## config.mk

```make
export PLATFORM = sky130hd
export DESIGN_NAME = button_event
export DESIGN_NICKNAME = d
export VERILOG_FILES = /design/src/rtl/btn_event_pkg.sv /design/src/rtl/button_event_tick_gen.sv /design/src/rtl/button_event.sv
export SDC_FILE = /design/constraint.sdc
export NUM_CORES = 1
export LEC_CHECK = 0
export CELL_PAD_IN_SITES_DETAIL_PLACEMENT = 0
export CELL_PAD_IN_SITES_GLOBAL_PLACEMENT = 1
export CORE_ASPECT_RATIO = 0.9
export CORE_UTILIZATION = 49
export DETAILED_ROUTE_END_ITERATION = 8
export HOLD_SLACK_MARGIN = 0.03
export PLACE_DENSITY_LB_ADDON = 0.1
export SETUP_SLACK_MARGIN = 0.5
export SYNTH_ARGS = -nofsm -noshare
export SYNTH_HDL_FRONTEND = slang
export SYNTH_HIERARCHICAL = 1
export SYNTH_SLANG_ARGS = --single-unit
```

## constraint.sdc

```tcl
create_clock -name clk -period 3.46 [get_ports clk]
set_clock_uncertainty 0.1 [all_clocks]
set_input_delay 0.692 -clock clk [delete_from_list [all_inputs] [get_ports clk]]
set_output_delay 0.692 -clock clk [all_outputs]
set_load 0.02 [all_outputs]
```

## src/rtl/btn_event_pkg.sv

```systemverilog
// Shared types and default timing constants for the button event decoder.
package btn_event_pkg;

  typedef enum logic [2:0] {
    IDLE      = 3'd0,
    PRESSED   = 3'd1,
    WAIT_2ND  = 3'd2,
    PRESSED2  = 3'd3,
    LONG_HELD = 3'd4
  } btn_event_state_t;

  localparam int TICK_DIV_DEFAULT     = 1000;
  localparam int LONG_TICKS_DEFAULT   = 500;
  localparam int DCLICK_TICKS_DEFAULT = 250;
  localparam int REPEAT_TICKS_DEFAULT = 100;

  function automatic int max_int(input int a, input int b);
    return (a > b) ? a : b;
  endfunction

endpackage

```

## src/rtl/button_event_tick_gen.sv

```systemverilog
// Time-base prescaler: one-cycle tick every DIV clocks, restartable via clr.
module tick_gen #(
  parameter int DIV = 1000
) (
  input  logic clk,
  input  logic reset,
  input  logic clr,
  output logic tick
);

  localparam int CW = $clog2(DIV);

  logic [CW-1:0] cnt_q, cnt_d;

  assign tick = (cnt_q == CW'(DIV - 1));

  always_comb begin
    cnt_d = cnt_q + CW'(1);
    if (clr || tick) begin
      cnt_d = '0;
    end
  end

  always_ff @(posedge clk or posedge reset) begin
    if (reset) begin
      cnt_q <= '0;
    end else begin
      cnt_q <= cnt_d;
    end
  end

endmodule

```

## src/rtl/button_event.sv

```systemverilog
// Button gesture decoder: press/release, single/double click, long press, hold.
// Define BTN_AUTOREPEAT_EN to enable the repeat_evt auto-repeat pulse while held.
module button_event
  import btn_event_pkg::*;
#(
  parameter int TICK_DIV     = TICK_DIV_DEFAULT,
  parameter int LONG_TICKS   = LONG_TICKS_DEFAULT,
  parameter int DCLICK_TICKS = DCLICK_TICKS_DEFAULT,
  parameter int REPEAT_TICKS = REPEAT_TICKS_DEFAULT
) (
  input  logic clk,
  input  logic reset,
  input  logic dbnc_in,
  output logic press_evt,
  output logic release_evt,
  output logic single_click,
  output logic double_click,
  output logic long_press,
  output logic repeat_evt,
  output logic held
);

  localparam int TW = $clog2(max_int(LONG_TICKS, DCLICK_TICKS) + 1);

  if (TICK_DIV < 2 || LONG_TICKS < 2 || DCLICK_TICKS < 2 || REPEAT_TICKS < 1) begin : g_bad_params
    $error("button_event: timing parameters out of range");
  end

  btn_event_state_t state_q, state_d;
  logic [TW-1:0]    tcnt_q, tcnt_d;
  logic             dbnc_q, armed_q;
  logic             rise, fall, tick;
  logic             single_d, double_d, long_d;
  logic             press_q, release_q, single_q, double_q, long_q, held_q;

  // Edges are ignored until a released level has been seen since reset, so a
  // button already held across reset produces neither a press nor a release.
  assign rise = armed_q &  dbnc_in & ~dbnc_q;
  assign fall = armed_q & ~dbnc_in &  dbnc_q;

  always_ff @(posedge clk or posedge reset) begin
    if (reset) begin
      dbnc_q  <= 1'b0;
      armed_q <= 1'b0;
    end else begin
      dbnc_q  <= dbnc_in;
      armed_q <= armed_q | ~dbnc_in;
    end
  end

  tick_gen #(
    .DIV(TICK_DIV)
  ) u_tick_gen (
    .clk  (clk),
    .reset(reset),
    .clr  (rise | fall),
    .tick (tick)
  );

  // Edges are tested before thresholds so a coincident edge always wins.
  always_comb begin
    state_d  = state_q;
    single_d = 1'b0;
    double_d = 1'b0;
    long_d   = 1'b0;
    case (state_q)
      IDLE: begin
        if (rise) state_d = PRESSED;
      end
      PRESSED: begin
        if (fall) begin
          state_d = WAIT_2ND;
        end else if (tick && tcnt_q == TW'(LONG_TICKS - 1)) begin
          long_d  = 1'b1;
          state_d = LONG_HELD;
        end
      end
      WAIT_2ND: begin
        if (rise) begin
          state_d = PRESSED2;
        end else if (tick && tcnt_q == TW'(DCLICK_TICKS - 1)) begin
          single_d = 1'b1;
          state_d  = IDLE;
        end
      end
      PRESSED2: begin
        if (fall) begin
          double_d = 1'b1;
          state_d  = IDLE;
        end else if (tick && tcnt_q == TW'(LONG_TICKS - 1)) begin
          long_d  = 1'b1;
          state_d = LONG_HELD;
        end
      end
      LONG_HELD: begin
        if (fall) state_d = IDLE;
      end
      default: state_d = IDLE;
    endcase
  end

  always_comb begin
    tcnt_d = tcnt_q;
    if (state_d != state_q) begin
      tcnt_d = '0;
    end else if (tick && tcnt_q != {TW{1'b1}}) begin
      tcnt_d = tcnt_q + TW'(1);
    end
  end

  always_ff @(posedge clk or posedge reset) begin
    if (reset) begin
      state_q   <= IDLE;
      tcnt_q    <= '0;
      press_q   <= 1'b0;
      release_q <= 1'b0;
      single_q  <= 1'b0;
      double_q  <= 1'b0;
      long_q    <= 1'b0;
      held_q    <= 1'b0;
    end else begin
      state_q   <= state_d;
      tcnt_q    <= tcnt_d;
      press_q   <= rise;
      release_q <= fall;
      single_q  <= single_d;
      double_q  <= double_d;
      long_q    <= long_d;
      held_q    <= (state_d == LONG_HELD);
    end
  end

  assign press_evt    = press_q;
  assign release_evt  = release_q;
  assign single_click = single_q;
  assign double_click = double_q;
  assign long_press   = long_q;
  assign held         = held_q;

`ifdef BTN_AUTOREPEAT_EN
  localparam int RW = $clog2(REPEAT_TICKS + 1);

  logic [RW-1:0] rcnt_q, rcnt_d;
  logic          repeat_d, repeat_q;

  // Repeat phase restarts on entry to LONG_HELD; the releasing cycle never repeats.
  always_comb begin
    rcnt_d   = rcnt_q;
    repeat_d = 1'b0;
    if (state_q != LONG_HELD || state_d != LONG_HELD) begin
      rcnt_d = '0;
    end else if (tick) begin
      if (rcnt_q == RW'(REPEAT_TICKS - 1)) begin
        rcnt_d   = '0;
        repeat_d = 1'b1;
      end else begin
        rcnt_d = rcnt_q + RW'(1);
      end
    end
  end

  always_ff @(posedge clk or posedge reset) begin
    if (reset) begin
      rcnt_q   <= '0;
      repeat_q <= 1'b0;
    end else begin
      rcnt_q   <= rcnt_d;
      repeat_q <= repeat_d;
    end
  end

  assign repeat_evt = repeat_q;
`else
  assign repeat_evt = 1'b0;
`endif

endmodule

```

=== Word level (Yosys, flattened, before mapping) ===
Cells that the tools add are included.

* Add/subtract/negate cells: 2
* Muxes and demuxes: 19
* Bitwise gates (word level): 8
* Reduce and logical (&&, ||, !) cells: 7
* Equal/unequal tests: 10

{| class="wikitable"
|+ Operators by type and width
! kind !! count
|-
| 3-bit 2-to-1 mux || 7
|-
| 9-bit 2-to-1 mux || 2
|-
| 3-bit case mux with 5 select lines || 1
|-
| 10-bit by 1-bit adder with 10-bit output (second input constant) || 1
|-
| 10-bit == test (second input constant) || 1
|-
| 10-bit 2-to-1 mux || 1
|-
| 9-bit by 1-bit adder with 9-bit output (second input constant) || 1
|-
| 9-bit by 8-bit == test with 1-bit output (second input constant) || 1
|-
| 9-bit == test (second input constant) || 1
|-
| 9-bit inequality test (second input constant) || 1
|-
| 1-bit 2-to-1 mux || 8
|-
| 3-bit by 2-bit == test with 1-bit output (second input constant) || 2
|-
| 3-bit == test (second input constant) || 2
|-
| 1-bit bitwise AND || 4
|-
| 3-bit by 1-bit == test with 1-bit output (second input constant) || 1
|-
| 1-bit logical AND || 3
|-
| 3-bit zero test || 1
|-
| 3-bit inequality test || 1
|-
| 1-bit inverter || 2
|-
| 1-bit bitwise OR || 2
|-
| 2-bit nonzero test || 1
|-
| 2-bit OR reduction || 1
|-
| 1-bit logical OR || 1
|}

* Output and inout bits: 7
* Register bits after elaboration: 30
* Input port bits: 3
* Logic and storage cells: 57

=== Logic depth before layout (Yosys ltp) ===
Gate-level depths: netlist of run 1.

* Depth after elaboration: 7
* Depth in mapped cells: 9
* Mapped depth without buffers: 8

=== Modules after synthesis ===
Netlist of run 1, hierarchy kept.

{| class="wikitable"
|+ By module, submodules not included
! module !! cells each !! instances !! area an instance (um2) !! sequential area each (um2)
|-
| button_event || 105 || 1 || 1104.8 || 500.5
|-
| tick_gen || 57 || 1 || 545.5 || 250.2
|}

=== Worst setup path after synthesis of run 1 ===
No wires, ideal clock.

* Path type: reg2reg
* Start point: register u_tick_gen.cnt_q[0]
* End point: register tcnt_q[0]
* Required time: 3225 ps
* Path slack: 1270 ps
* Arrival: 1955 ps
* Setup time: 135 ps
* Cell stages (with the launch flop): 9
* Cell sequence: dfrtp_1 > ha_1 > and4bb_4 > and3_2 > nand4b_4 > o41ai_1 > a221o_1 > buf_6 > nor3_2

* Word-level cells in the longest chain between the ends: 7

{| class="wikitable"
|+ Ends and longest elaborated chain
! item !! RTL line !! text
|-
| start, declared || button_event_tick_gen.sv:13 || <nowiki>logic [CW-1:0] cnt_q, cnt_d;</nowiki>
|-
| start signal, assigned || button_event_tick_gen.sv:28 || <nowiki>cnt_q <= cnt_d;</nowiki>
|-
| 10-bit == test (*) || button_event_tick_gen.sv:15 || <nowiki>assign tick = (cnt_q == CW'(DIV - 1));</nowiki>
|-
| net tick || button_event.sv:32 || <nowiki>logic rise, fall, tick;</nowiki>
|-
| 1-bit logical AND (on tied branches) || button_event.sv:73, button_event.sv:90, button_event.sv:81 ||
|-
| 3-bit 2-to-1 mux (on tied branches) || button_event.sv:73, button_event.sv:90, button_event.sv:81 ||
|-
| 3-bit 2-to-1 mux (on tied branches) || button_event.sv:87, button_event.sv:71, button_event.sv:79 ||
|-
| 3-bit case mux with 5 select lines || button_event.sv:66 || <nowiki>case (state_q)</nowiki>
|-
| 3-bit inequality test || button_event.sv:104 || <nowiki>if (state_d != state_q) begin</nowiki>
|-
| 9-bit 2-to-1 mux / 2-bit nonzero test (equally long branches) || - ||
|-
| end signal, assigned || button_event.sv:123 || <nowiki>tcnt_q <= tcnt_d;</nowiki>
|-
| end, declared || button_event.sv:30 || <nowiki>logic [TW-1:0] tcnt_q, tcnt_d;</nowiki>
|}

The timed path passes the listed nets; every way through them passes the cells marked *.
A chain may end at the register's enable or synchronous reset.

=== Final worst setup path of run 1 ===
Ends and elaborated chain as after synthesis.

==> results.toml, run 1 <==
[sta]
slew_headroom = 0.495
tns_ns = 0
worst_pin_slew_ns = 0.757
setup_viol = 0
period_minus_slack_ns = 2.65
final_max_slew_viol_count = 0
rsz0062_at_grt = "no"
whs_ns = 0.405
hold_viol = 0
fmax_mhz = 378
fin_crit_sh = 0.765

[logic_synthesis]
ys_seq_area_frac = 0.455
yosysUniqueCellTypes = 49
ys.flop_type = "dfrtp_1"
syn_nets = 169
synth_seq_cells = 30
ys_warn_count = 6
synth_area_um2 = 1650
ys_async_sr_fraction = 1.00
synth-edff-count = 0
syn_area_per_cell_um2 = 10.2
postSynthCellCount = 162

[detailed_routing]
viasPerCell = 5.71
drc = 0
drt.antenna.violating_nets = 0
drtIter0Drc = 128
first_pass_iters = 4
routed_wl_mm = 3.43
wl_per_cell_um = 15.9
vias = 1227

[clocking]
cts_sinks = 30
cts_max_path_buffers = 2
cts_root_buffer = "clkbuf_8"
htree_levels = 2
cts_tree = "yes"
cts_setup_buffers = 0
numCtsBuffers = 5
clkTransAtPathRegs_ns = 0.06
insertion_delay_ns = 0.28
post_cts_resized = 0
hold_buffers = 0

[final_layout]
layout.cells.non_filler = 215
area_growth_pct = 11.1
final_layout_size_suffix_gt1_frac = 0.133
final_nets = 179
antenna_cells = 0
mostFrequentLayoutCell = "dfrtp_1"
layout.cells.most_common_list = "30 x dfrtp_1, 17 x nor2_1, 12 x inv_1, 10 x nand2_1, 8 x clkdlybuf4s50_1"
fin_util = 0.585

[power_and_ir_drop]
intPower_uw = 575
total_power_uw = 800
p_switching_uw = 225
max-vdd-ir-drop_mv = 0.241
p_leak_nw = 0.832
power_frac_comb = 0.130
pwr_density_cell_nw_per_um2 = 436
switching_share = 0.282
pwr-share-clk = 0.361
power_frac_seq = 0.509

[die]
initial_core_util = 0.526
ios = 10
die_h_um = 57.1
die_area_um2 = 3600
die_width_um = 63.2
core_um2 = 3140
rows = 19

[worst_setup_path]
startpoint_type = "register"
cpMaxStageDelayCell = "a221o_1"
crit_chain = "ha_1 -> and4bb_4 -> and3_2 -> nand4b_4 -> o41ai_1 -> a221o_1 -> nor3_2"
critPathMaxStageDelay_ns = 0.54
path_delay_family = "compound AO/OA/AOI/OAI gates"
worst_ep_required_time_ns = 3.50
critPathKind = "reg2reg"
worstPathArrival_ns = 2.69
critPathMaxFanout = 9
end_kind = "register"
critPathBufInv = 0

[placed_design]
dp_cells = 207
port_buffers = 8
gp_congestion = 0.804
dp_hpwl_mm = 2.39

[grt]
grt_pass1_wl_mm = 6.05
grt_pass1_vias = 1243
grt_max_degree = 21
track_usage = 0.222
antenna_found_initial = 0
gr-total-overflow = 0

[status]
outcome = "finished, final reports clean"

[run]
drv_cap = 0

[worst_hold_path]
worstHoldPathType = "reg2reg"
power groups by stage:
stage	clock network, mW	registers (mW)	logic [mW]
finish	0.289	0.407	0.104
global route	0.313	0.411	0.114
CTS	0.293	0.407	0.102
detailed placement	0	0.413	0.100
global placement	0	0.411	0.0966
floorplan	0	0.403	0.0870
path summary, 6_finish.rpt:
| check | start | endpoint | slack [ns] | depth (start not counted) |
|---|---|---|---|---|
| worst max-delay path | u_tick_gen/cnt_q[0] | tcnt_q[0] | 0.81 | 7 |
| worst min-delay path | u_tick_gen/cnt_q[0] | u_tick_gen/cnt_q[0] | 0.40 | 1 |
| worst max register to register | u_tick_gen/cnt_q[0] | tcnt_q[0] | 0.81 | 7 |
| worst min register to register | u_tick_gen/cnt_q[0] | u_tick_gen/cnt_q[0] | 0.40 | 1 |
| max in group asynchronous | reset | tcnt_q[8] | 2.01 | 2 |
| min in group asynchronous | reset | u_tick_gen/cnt_q[7] | 0.63 | 2 |
Yosys cell counts, drive strengths merged, types with 2 or more instances:
cell	number	area, um^2
nand2	10	37.5
o21a	2	15.0
nand4b	2	32.5
nor2b	3	18.8
o21ai	5	25.0
or3	2	12.5
nand3	6	30.0
buf	4	35.0
nor3	10	85.1
a221o	2	20.0
nor2	17	63.8
dfrtp	30	751
and3	5	35.0
and2	2	12.5
nand4	5	31.3
ha	4	50.1
inv	12	45.0
nand3b	5	41.3
xor2	5	43.8
a21oi	5	25.0
xnor2	5	43.8
registers in the layout, indices dropped and copies added, names as in the netlist:
| register | cells |
|---|---|
| dbnc_q | 1 |
| armed_q | 1 |
| tcnt_q | 9 |
| long_press | 1 |
| held | 1 |
| release_evt | 1 |
| single_click | 1 |
| state_q | 3 |
| double_click | 1 |
| press_evt | 1 |
| u_tick_gen/cnt_q | 10 |
cell families (layout without fill, tap and decap cells):
| family | Yosys count | after routing | synth area share |
|---|---|---|---|
| DFF | 30 | 30 | 0.455 |
| and+or+nand+nor | 74 | 74 | 0.282 |
| adders and majority gates | 4 | 4 | 0.0303 |
| xor gates and xnor gates | 10 | 10 | 0.0531 |
| buffers and inverters | 17 | 28 | 0.0515 |
| AOI/OAI and AO/OA | 25 | 25 | 0.120 |
| other | 1 | 1 | 0.00227 |
| muxes | 1 | 1 | 0.00607 |
final cells by class:
cell class / instances / area, um^2
clock buffers: 7 / 86.3
repair buffers: 8 / 80.1
well taps: 42 / 52.6
clock inverters: 1 / 5.00
multi-input cells: 115 / 815
fillers: 285 / 1300
flip-flops and latches: 30 / 751
inverters: 12 / 45.0
through the flow:
step	worst slack, ns	area [um^2]
final	0.814	1830
after global routing	0.647	1830
after CTS	0.814	1830
after global placement	0.868	1740
after floorplan	1.27	1650
after detailed placement	0.799	1740
metal layers:
metal	GRT usage	vias up	wire, um
met5	0	-	0
met1	0.295	586	1530
met4	0.0682	0	57
met2	0.366	40	1670
met3	0.0500	9	175
li1	-	592	-
Note: power is estimated with default switching activity, not from simulation.
==> run 2, diff against run 1 <==
Settings changed: CORE_UTILIZATION 49 to 41.
Clock period 3.46 ns to 2.2 ns, I/O delays scaled along.
==> results.toml, run 2 (synthesized netlist as in run 1, its figures left out) <==
[status]
outcome = "finished, final reports clean"

[sta]
setup_viol = 0
final_max_slew_viol_count = 0
fmax_mhz = 491
period_minus_slack_ns = 2.03
fin_crit_sh = 0.925
hold_viol = 0
whs_ns = 0.233
rsz0062_at_grt = "yes"
final_critical_path_setup_slack_ns = 0.165

[final_layout]
largest_reg_flops = 10
reg_top3 = "u_tick_gen/cnt_q (10), tcnt_q (9), state_q (3)"
layout.cells.most_common_list = "30 x dfrtp_1, 18 x buf_4, 16 x nor2_1, 12 x inv_1, 10 x nand2_1"
mostFrequentLayoutCell = "dfrtp_1"
antenna_cells = 0
nFillCells = 351
final_layout_size_suffix_gt1_frac = 0.281
final_nets = 202
area_growth_pct = 28.7
top_register = "u_tick_gen/cnt_q"
layout.cells.non_filler = 242

[die]
initial_core_util = 0.436
rows = 21
die_h_um = 62.2
die_area_um2 = 4280
ios = 10
core_um2 = 3780
die_width_um = 68.9

[worst_setup_path]
r2r-start = "u_tick_gen/cnt_q[0]"
end_kind = "register"
rrSetupSlack_ns = 0.17
critPathMaxStageDelay_ns = 0.39
startpoint_type = "register"
worstPathArrival_ns = 2.10
worst_ep_required_time_ns = 2.26
cpMaxStageDelayCell = "dfrtp_1"
path_delay_family = "simple AND/OR/NAND/NOR gates"
critPathBufInv = 2
rr_worst_depth = 9
crit_chain = "ha_4 -> and4bb_4 -> and3_4 -> nand4b_4 -> buf_4 -> buf_6 -> nor4_4 -> o211a_1 -> nor3_1"
timing.rr.end = "state_q[1]"
critPathKind = "reg2reg"
critPathMaxFanout = 4

[placed_design]
place_ws_ns = -0.0130
dp_cells = 226
dp_hpwl_mm = 2.42
gp_congestion = 0.828
port_buffers = 8

[clocking]
insertion_delay_ns = 0.28
htree_levels = 2
cts_max_path_buffers = 2
cts_tree = "yes"
cts_root_buffer = "clkbuf_8"
cts_sinks = 30
numCtsBuffers = 5
clkTransAtPathRegs_ns = 0.07

[grt]
grt_pass1_vias = 1170
grt_max_degree = 21
grt_pass1_wl_mm = 5.65
track_usage = 0.181
antenna_found_initial = 0
gr-total-overflow = 0

[power_and_ir_drop]
max-vdd-ir-drop_mv = 0.402
power_frac_comb = 0.158
intPower_mw = 1.03
pwr_density_cell_nw_per_um2 = 656
p_switching_uw = 362
switching_share = 0.260
pwr-share-clk = 0.386
power_frac_seq = 0.457
p_leak_nw = 0.967

[detailed_routing]
wl_per_cell_um = 14.2
drtIter0Drc = 103
vias = 1275
first_pass_iters = 4
viasPerCell = 5.27
drc = 0
routed_wl_mm = 3.44
drt.antenna.violating_nets = 0

[worst_hold_path]
worstHoldPathType = "in2reg"
worst_hold_path.endpoint = "dbnc_q"
holdPathStages = 1
worstHoldStart = "dbnc_in"

[run]
drv_cap = 0
-- run 2: cell count changes in the layout (fill, tap and decap cells not counted), sizes merged --
cell	previous run	this run
buf	0	23
clkdlybuf4s50	8	1
dlygate4sd2	0	6
bufinv	0	1
clkbuf	7	8
clkinv	1	0
-- run 2: routing by layer --
| metal | wire length [um] | share of wire | GRT usage | vias to the layer above |
|---|---|---|---|---|
| met3 | 98 | 0.029 | 0.0551 | 7 |
| met2 | 1520 | 0.44 | 0.229 | 18 |
| met1 | 1770 | 0.51 | 0.279 | 610 |
| met5 | 0 | 0 | 0 | - |
| li1 | - | - | - | 640 |
| met4 | 52 | 0.015 | 0.0765 | 0 |
-- run 2: worst max path at each step --
stage                             start          to  cells past startpoint
detailed placement              dbnc_in   tcnt_q[2]                      6
global placement                dbnc_in   tcnt_q[2]                      6
floorplan           u_tick_gen/cnt_q[0]   tcnt_q[1]                      8
finish              u_tick_gen/cnt_q[0]  state_q[1]                      9
CTS                 u_tick_gen/cnt_q[0]   tcnt_q[2]                      8
global route        u_tick_gen/cnt_q[0]  state_q[1]                      8
-- run 2: power by group through the flow --
stage	combinational (mW)	clock, mW	sequential (mW)
3_3_place_gp	0.198	0	0.644
2_1_floorplan	0.140	0	0.637
4_1_cts	0.207	0.550	0.634
5_1_grt	0.245	0.584	0.646
3_5_place_dp	0.201	0	0.644
6_report	0.219	0.537	0.636
-- run 2: stage by stage --
stage | area (um^2) | utilization | power (mW) | TNS [ns]
floorplan | 1680 | - | 0.777 | 0
global route | 2120 | 0.561 | 1.47 | 0
global placement | 1890 | 0.498 | 0.842 | -0.0321
CTS | 2060 | 0.545 | 1.39 | 0
detailed placement | 1890 | 0.498 | 0.845 | -0.0828
finish | 2120 | 0.561 | 1.39 | 0
-- run 2: what timing repair did --
action                                  in CTS  in global routing
endpoints found under the setup margin      28                 17
buffers inserted                             5                  3
resized for setup                           16                  9
endpoints found under the hold margin        0                  0
pin swaps                                    6                  5
hold buffers                                 0                  0
-- run 2: cell type report --
type | instances | area [um^2] | area share
clock buffers | 7 | 76.3 | 0.0359
clock inverters | 1 | 30.0 | 0.0141
inverters | 12 | 45.0 | 0.0212
multi-input cells | 115 | 896 | 0.422
flip-flops and latches | 30 | 751 | 0.354
well taps | 46 | 57.6 | 0.0271
repair buffers | 31 | 268 | 0.126
